--- src/rtl/musa_trace_buffer.sv ---
// -----------------------------------------------------------------------------
// musa_trace_buffer
//   Triggered trace capture buffer. After an arm pulse the block waits for a
//   qualified instruction (trigger), stores it as the first entry, then records
//   {ctrl, instruction} on every cap_en cycle into a DEPTH-entry FIFO that is
//   read out first-word-fall-through. Full behaviour is selected by mode:
//   stop (drop new writes) or wrap (overwrite oldest, set sticky overflow).
//
//   Optional feature macro: MUSA_TRACE_TIMESTAMP_EN
//     defined   : free-running TS_WIDTH cycle counter, entry = {ts, ctrl, instr}
//     undefined : entry = {ctrl, instr}
//
// Ports
//   clk, rst                 clock, synchronous active-high reset
//   cap_en                   capture request for this cycle's snapshot
//   mode                     0 = stop when full, 1 = wrap
//   arm                      IDLE -> ARMED pulse; aborts to IDLE from any other state
//   trig_mask, trig_value    trigger qualifier on instruction
//   instruction, ctrl        snapshot inputs
//   rd_valid, rd_data        FWFT head entry
//   rd_ready                 consumer accepts head entry
//   count                    number of stored entries
//   overflow                 sticky: an entry was overwritten
//   state                    IDLE=0, ARMED=1, CAPTURE=2, STOPPED=3
// -----------------------------------------------------------------------------
module musa_trace_buffer #(
    parameter int DATA_WIDTH = 32,
    parameter int CTRL_WIDTH = 16,
    parameter int DEPTH      = 16,
    parameter int TS_WIDTH   = 16,
`ifdef MUSA_TRACE_TIMESTAMP_EN
    localparam int TS_EN     = 1,
`else
    localparam int TS_EN     = 0,
`endif
    localparam int ENTRY_W   = DATA_WIDTH + CTRL_WIDTH + TS_EN * TS_WIDTH,
    localparam int CNT_W     = $clog2(DEPTH) + 1
) (
    input  logic                  clk,
    input  logic                  rst,
    input  logic                  cap_en,
    input  logic                  mode,
    input  logic                  arm,
    input  logic [DATA_WIDTH-1:0] trig_mask,
    input  logic [DATA_WIDTH-1:0] trig_value,
    input  logic [DATA_WIDTH-1:0] instruction,
    input  logic [CTRL_WIDTH-1:0] ctrl,
    output logic                  rd_valid,
    output logic [ENTRY_W-1:0]    rd_data,
    input  logic                  rd_ready,
    output logic [CNT_W-1:0]      count,
    output logic                  overflow,
    output logic [1:0]            state
);

    localparam int               PTR_W    = $clog2(DEPTH);
    localparam logic [CNT_W-1:0] FULL_CNT = CNT_W'(DEPTH);

    typedef enum logic [1:0] {
        S_IDLE    = 2'd0,
        S_ARMED   = 2'd1,
        S_CAPTURE = 2'd2,
        S_STOPPED = 2'd3
    } state_e;

    state_e             state_q, state_d;
    logic [PTR_W-1:0]   head_q, head_d;
    logic [PTR_W-1:0]   tail_q, tail_d;
    logic [CNT_W-1:0]   count_q, count_d;
    logic               overflow_q, overflow_d;
    logic [ENTRY_W-1:0] mem_q [DEPTH];
    logic [ENTRY_W-1:0] wr_entry;

    logic match, abort, wr_req, full, pop, do_write;

`ifdef MUSA_TRACE_TIMESTAMP_EN
    logic [TS_WIDTH-1:0] ts_q;

    always_ff @(posedge clk) begin
        if (rst) ts_q <= '0;
        else     ts_q <= ts_q + 1'b1;
    end

    always_comb wr_entry = {ts_q, ctrl, instruction};
`else
    always_comb wr_entry = {ctrl, instruction};
`endif

    // Write request qualification. An abort (arm outside IDLE) suppresses the
    // write so that the abort cycle never leaves a stray entry behind.
    always_comb begin
        match  = cap_en && ((instruction & trig_mask) == (trig_value & trig_mask));
        abort  = arm && (state_q != S_IDLE);
        wr_req = !abort && cap_en &&
                 ((state_q == S_CAPTURE) || (state_q == S_STOPPED) ||
                  ((state_q == S_ARMED) && match));
        full   = (count_q == FULL_CNT);
        pop    = rd_valid && rd_ready;
    end

    // FIFO pointer / count / overflow next state.
    // Full+wrap with no pop overwrites the oldest slot: tail and head advance
    // together, so count is unchanged.
    always_comb begin
        head_d     = head_q;
        tail_d     = tail_q;
        count_d    = count_q;
        overflow_d = overflow_q;
        do_write   = 1'b0;

        if (pop) head_d = head_q + 1'b1;

        if (wr_req) begin
            if (!full || pop) begin
                do_write = 1'b1;
                tail_d   = tail_q + 1'b1;
            end else if (mode) begin
                do_write   = 1'b1;
                tail_d     = tail_q + 1'b1;
                head_d     = head_q + 1'b1;
                overflow_d = 1'b1;
            end
        end

        if (do_write && !pop && !full)  count_d = count_q + 1'b1;
        else if (pop && !do_write)      count_d = count_q - 1'b1;
    end

    // FSM: state register
    always_ff @(posedge clk) begin
        if (rst) begin
            state_q    <= S_IDLE;
            head_q     <= '0;
            tail_q     <= '0;
            count_q    <= '0;
            overflow_q <= 1'b0;
        end else begin
            state_q    <= state_d;
            head_q     <= head_d;
            tail_q     <= tail_d;
            count_q    <= count_d;
            overflow_q <= overflow_d;
        end
    end

    always_ff @(posedge clk) begin
        if (!rst && do_write) mem_q[tail_q] <= wr_entry;
    end

    // FSM: next-state logic. STOPPED is left as soon as an entry is popped,
    // even if a same-cycle write refills the slot.
    always_comb begin
        state_d = state_q;
        unique case (state_q)
            S_IDLE:    if (arm)                                state_d = S_ARMED;
            S_ARMED:   if (abort)                              state_d = S_IDLE;
                       else if (match)                         state_d = S_CAPTURE;
            S_CAPTURE: if (abort)                              state_d = S_IDLE;
                       else if (!mode && count_d == FULL_CNT)  state_d = S_STOPPED;
            S_STOPPED: if (abort)                              state_d = S_IDLE;
                       else if (pop || !full)                  state_d = S_CAPTURE;
            default:                                           state_d = S_IDLE;
        endcase
    end

    // FSM / datapath: output logic
    always_comb begin
        state    = state_q;
        rd_valid = (count_q != '0);
        rd_data  = mem_q[head_q];
        count    = count_q;
        overflow = overflow_q;
    end

endmodule

--- config.mk ---
export PLATFORM = sky130hd
export DESIGN_NAME = musa_trace_buffer
export DESIGN_NICKNAME = d
export VERILOG_FILES = /design/src/rtl/musa_trace_buffer.sv
export SDC_FILE = /design/constraint.sdc
export NUM_CORES = 1
export LEC_CHECK = 0
export CAP_MARGIN = 20
export CORE_UTILIZATION = 44
export CTS_CLUSTER_SIZE = 30
export DETAILED_ROUTE_END_ITERATION = 10
export GPL_TIMING_DRIVEN = 0
export PLACE_DENSITY = 0.7
export SLEW_MARGIN = 20
export SYNTH_ARGS = -nofsm -noshare
export SYNTH_HDL_FRONTEND = slang
export SYNTH_SLANG_ARGS = --single-unit
export TNS_END_PERCENT = 5
--- constraint.sdc ---
create_clock -name clk -period 8.9 [get_ports clk]
set_input_delay 2.225 -clock clk [delete_from_list [all_inputs] [get_ports clk]]
set_output_delay 2.225 -clock clk [all_outputs]
set_load 0.1 [all_outputs]
==> flow_summary.ini <==
[yosys]
postSynthAreaPerCell_sq_um = 24.1
synth_edf_count = 768
synth_cell_types = 43
synth_seq_area_share_pct = 77.3
postSynthCellCount = 1257
synth-warning-count = 0
synth_top_area_share_pct = 76.3
synth_largest_area_cell = edfxtp_1
synth_area_leaders = edfxtp_1 76%, mux4_2 18%, dfxtp_1 1.1%
synth-main-ff-cell = edfxtp_1
async_flop_share_pct = 0
syn-num-nets = 1382
netlist_area_sq_um = 30200
ys_seq_elements = 784

[worst_setup_path]
r2r_cells = 10
rrSetupSlack_ps = 5120
r2r_end = mem_q[2][36]
cp-startpoint = head_q[0]
r2r_start = state[0]
arrival_ps = 4890
crit_path_end_kind = primary output
cp.required_ps = 6680
path_class = flip-flop to primary output
cp-start-kind = flip-flop
crit_path_end = rd_data[4]
critPathMaxFanout = 10

[placement]
portBuffers = 174
hpwl_um = 48600
routabilityCongestion = 0.792

[clocking]
cts_buffers = 74
cts-root-buf = clkbuf_16
path_clk_slew_ps = 60
cts_resized = 0
post_cts_buffers = 0
clkLatencyLatePin_ps = 620
max-clock-path-buffers = 3
cts_tree = done
htreeDepth = 3
holdBufCountCts = 0
clock_sinks = 784

[power]
p_int_mw = 6.67
pwr-share-comb_pct = 25.0
p_switching_mw = 2.76
seq_power_share_pct = 43.3
leakagePower_nw = 11.2
power_mw = 9.43
power_frac_clock_pct = 31.7
ir_worst_vdd_uv = 326
power_density_nw_per_um2 = 259
p_sw_share_pct = 29.3

[timing]
fin_tns_setup_ps = 0
finalCriticalPeriod_ps = 7120
slew_headroom_pct = 28.1
finalSetupViolCount = 0
finClkSkew_ps = 23.1
slew_viol_final = 0
finalCritPeriodShare_pct = 80.0
rsz0062_at_grt = no
worst_pin_slew_ps = 1080
max_freq_mhz = 141
hold_viol = 0
whs_ps = 504

[detailed_routing]
drc_errors = 0
wirelength_um = 72400
dr.pass1.iters = 5
ant_nets = 0
avgViaCountPerCell = 5.87
drtIter0Drc = 1663
wl_per_cell_um = 28.9
vias = 14700

[finish]
syn2layout_area_growth_pct = 20.6
n_fill_cell = 4958
finalNetCount = 1707
final_cell_mix = 768 x edfxtp_1, 240 x mux4_2, 174 x clkdlybuf4s50_1
final_common_cell = edfxtp_1
finish.utilization_pct = 53.9
final_layout_size_suffix_gt1_share_pct = 27.3

[floorplan]
initial_utilization_pct = 44.7
rows = 95
die_w_um = 264
io_pins = 175
core_sq_um = 67600
die_h_um = 264
die-area_sq_um = 69800

[outcome]
status = finished, final reports clean

[grt]
overflow = 0
antenna_found_initial = 1
grt_max_degree = 20
grt_usage_pct = 21.2
grt_pass1_vias = 15300
grt_pass1_wl_um = 105000

[run]
timing.max_cap.violations = 0

[min_path]
hp-class = flip-flop to flip-flop
-- power groups by stage --
stage	sequential (mW)	clock, mW	combinational [mW]
floorplan	4.22	0	1.66
global placement	4.16	0	2.35
detailed placement	4.16	0	2.38
CTS	4.08	3.03	2.39
global route	4.08	3.16	2.48
finish	4.08	2.99	2.36
-- cell usage after synthesis (all sizes together), types with 4 or more instances --
cell type / instances
edfxtp: 768
mux4: 240
clkbuf: 40
xor2: 32
nor2: 25
buf: 20
dfxtp: 16
a22oi: 15
nand2: 10
xnor2: 8
ha: 7
inv: 7
o21ai: 7
a21oi: 5
mux2i: 5
nand2b: 5
nand4: 5
nor4: 5
nand3: 4
-- per-layer routing --
metal / vias to the layer above / track usage [%] / wire, um
met5: - / 0 / 0
met2: 692 / 34.0 / 35300
li1: 6069 / - / -
met1: 7855 / 29.1 / 29400
met3: 121 / 5.08 / 5960
met4: 0 / 5.72 / 1740
-- metrics by stage --
step,std cells,cell area (sq um),worst slack (ps)
after global placement,2304,33100,-7410
after global routing,2509,36400,1580
final,2509,36400,1780
after floorplan,1257,30200,100
after CTS,2508,36400,1600
after detailed placement,2379,34200,1220
-- how the worst min path moves through the flow --
stage,start,end,slack (ps),depth (start not counted)
3_3_place_gp,overflow,overflow,480,2
4_1_cts,overflow,overflow,500,2
2_1_floorplan,tail_q[1],tail_q[1],530,2
5_1_grt,overflow,overflow,540,2
6_report,overflow,overflow,500,2
3_5_place_dp,overflow,overflow,480,2
-- flip-flops by register name, summed over array words and instances, names as in the netlist --
signal	cells
head_q	4
state	2
overflow	1
mem_q	768
count	5
tail_q	4
-- cells by family (layout without fill, tap and decap cells) --
logic type      count (synthesis)  after routing  synth area share [%]
xor+xnor                       40             40                  1.16
other cells                     0              1                     0
flops                         784            784                  77.3
compound gates                 37             37                 0.923
mux                           246            246                  18.1
fa+ha+maj                       7              7                 0.290
simple gates                   76             76                  1.31
buf+inv                        67            445                 0.898
-- final cells by class --
cell class	count	area [sq um]	area share, %
Clock buffer	92	2030	5.56
Sequential cell	784	23400	64.2
Inverter	7	26.3	0.0721
Buffer	60	251	0.690
Timing Repair Buffer	249	2730	7.48
Antenna cell	1	2.50	0.00687
Multi-Input combinational cell	406	6690	18.4
Clock inverter	37	246	0.676
Tap cell	873	1090	3.00
-- worst max-delay path: stages, from the launching register on --
cell	delay (ps)
dfxtp_1	360
clkbuf_1	340
clkbuf_1	580
buf_1	840
mux4_2	600
mux4_2	540
clkdlybuf4s50_1	1000
No activity file was read; power rests on OpenSTA's default activity.
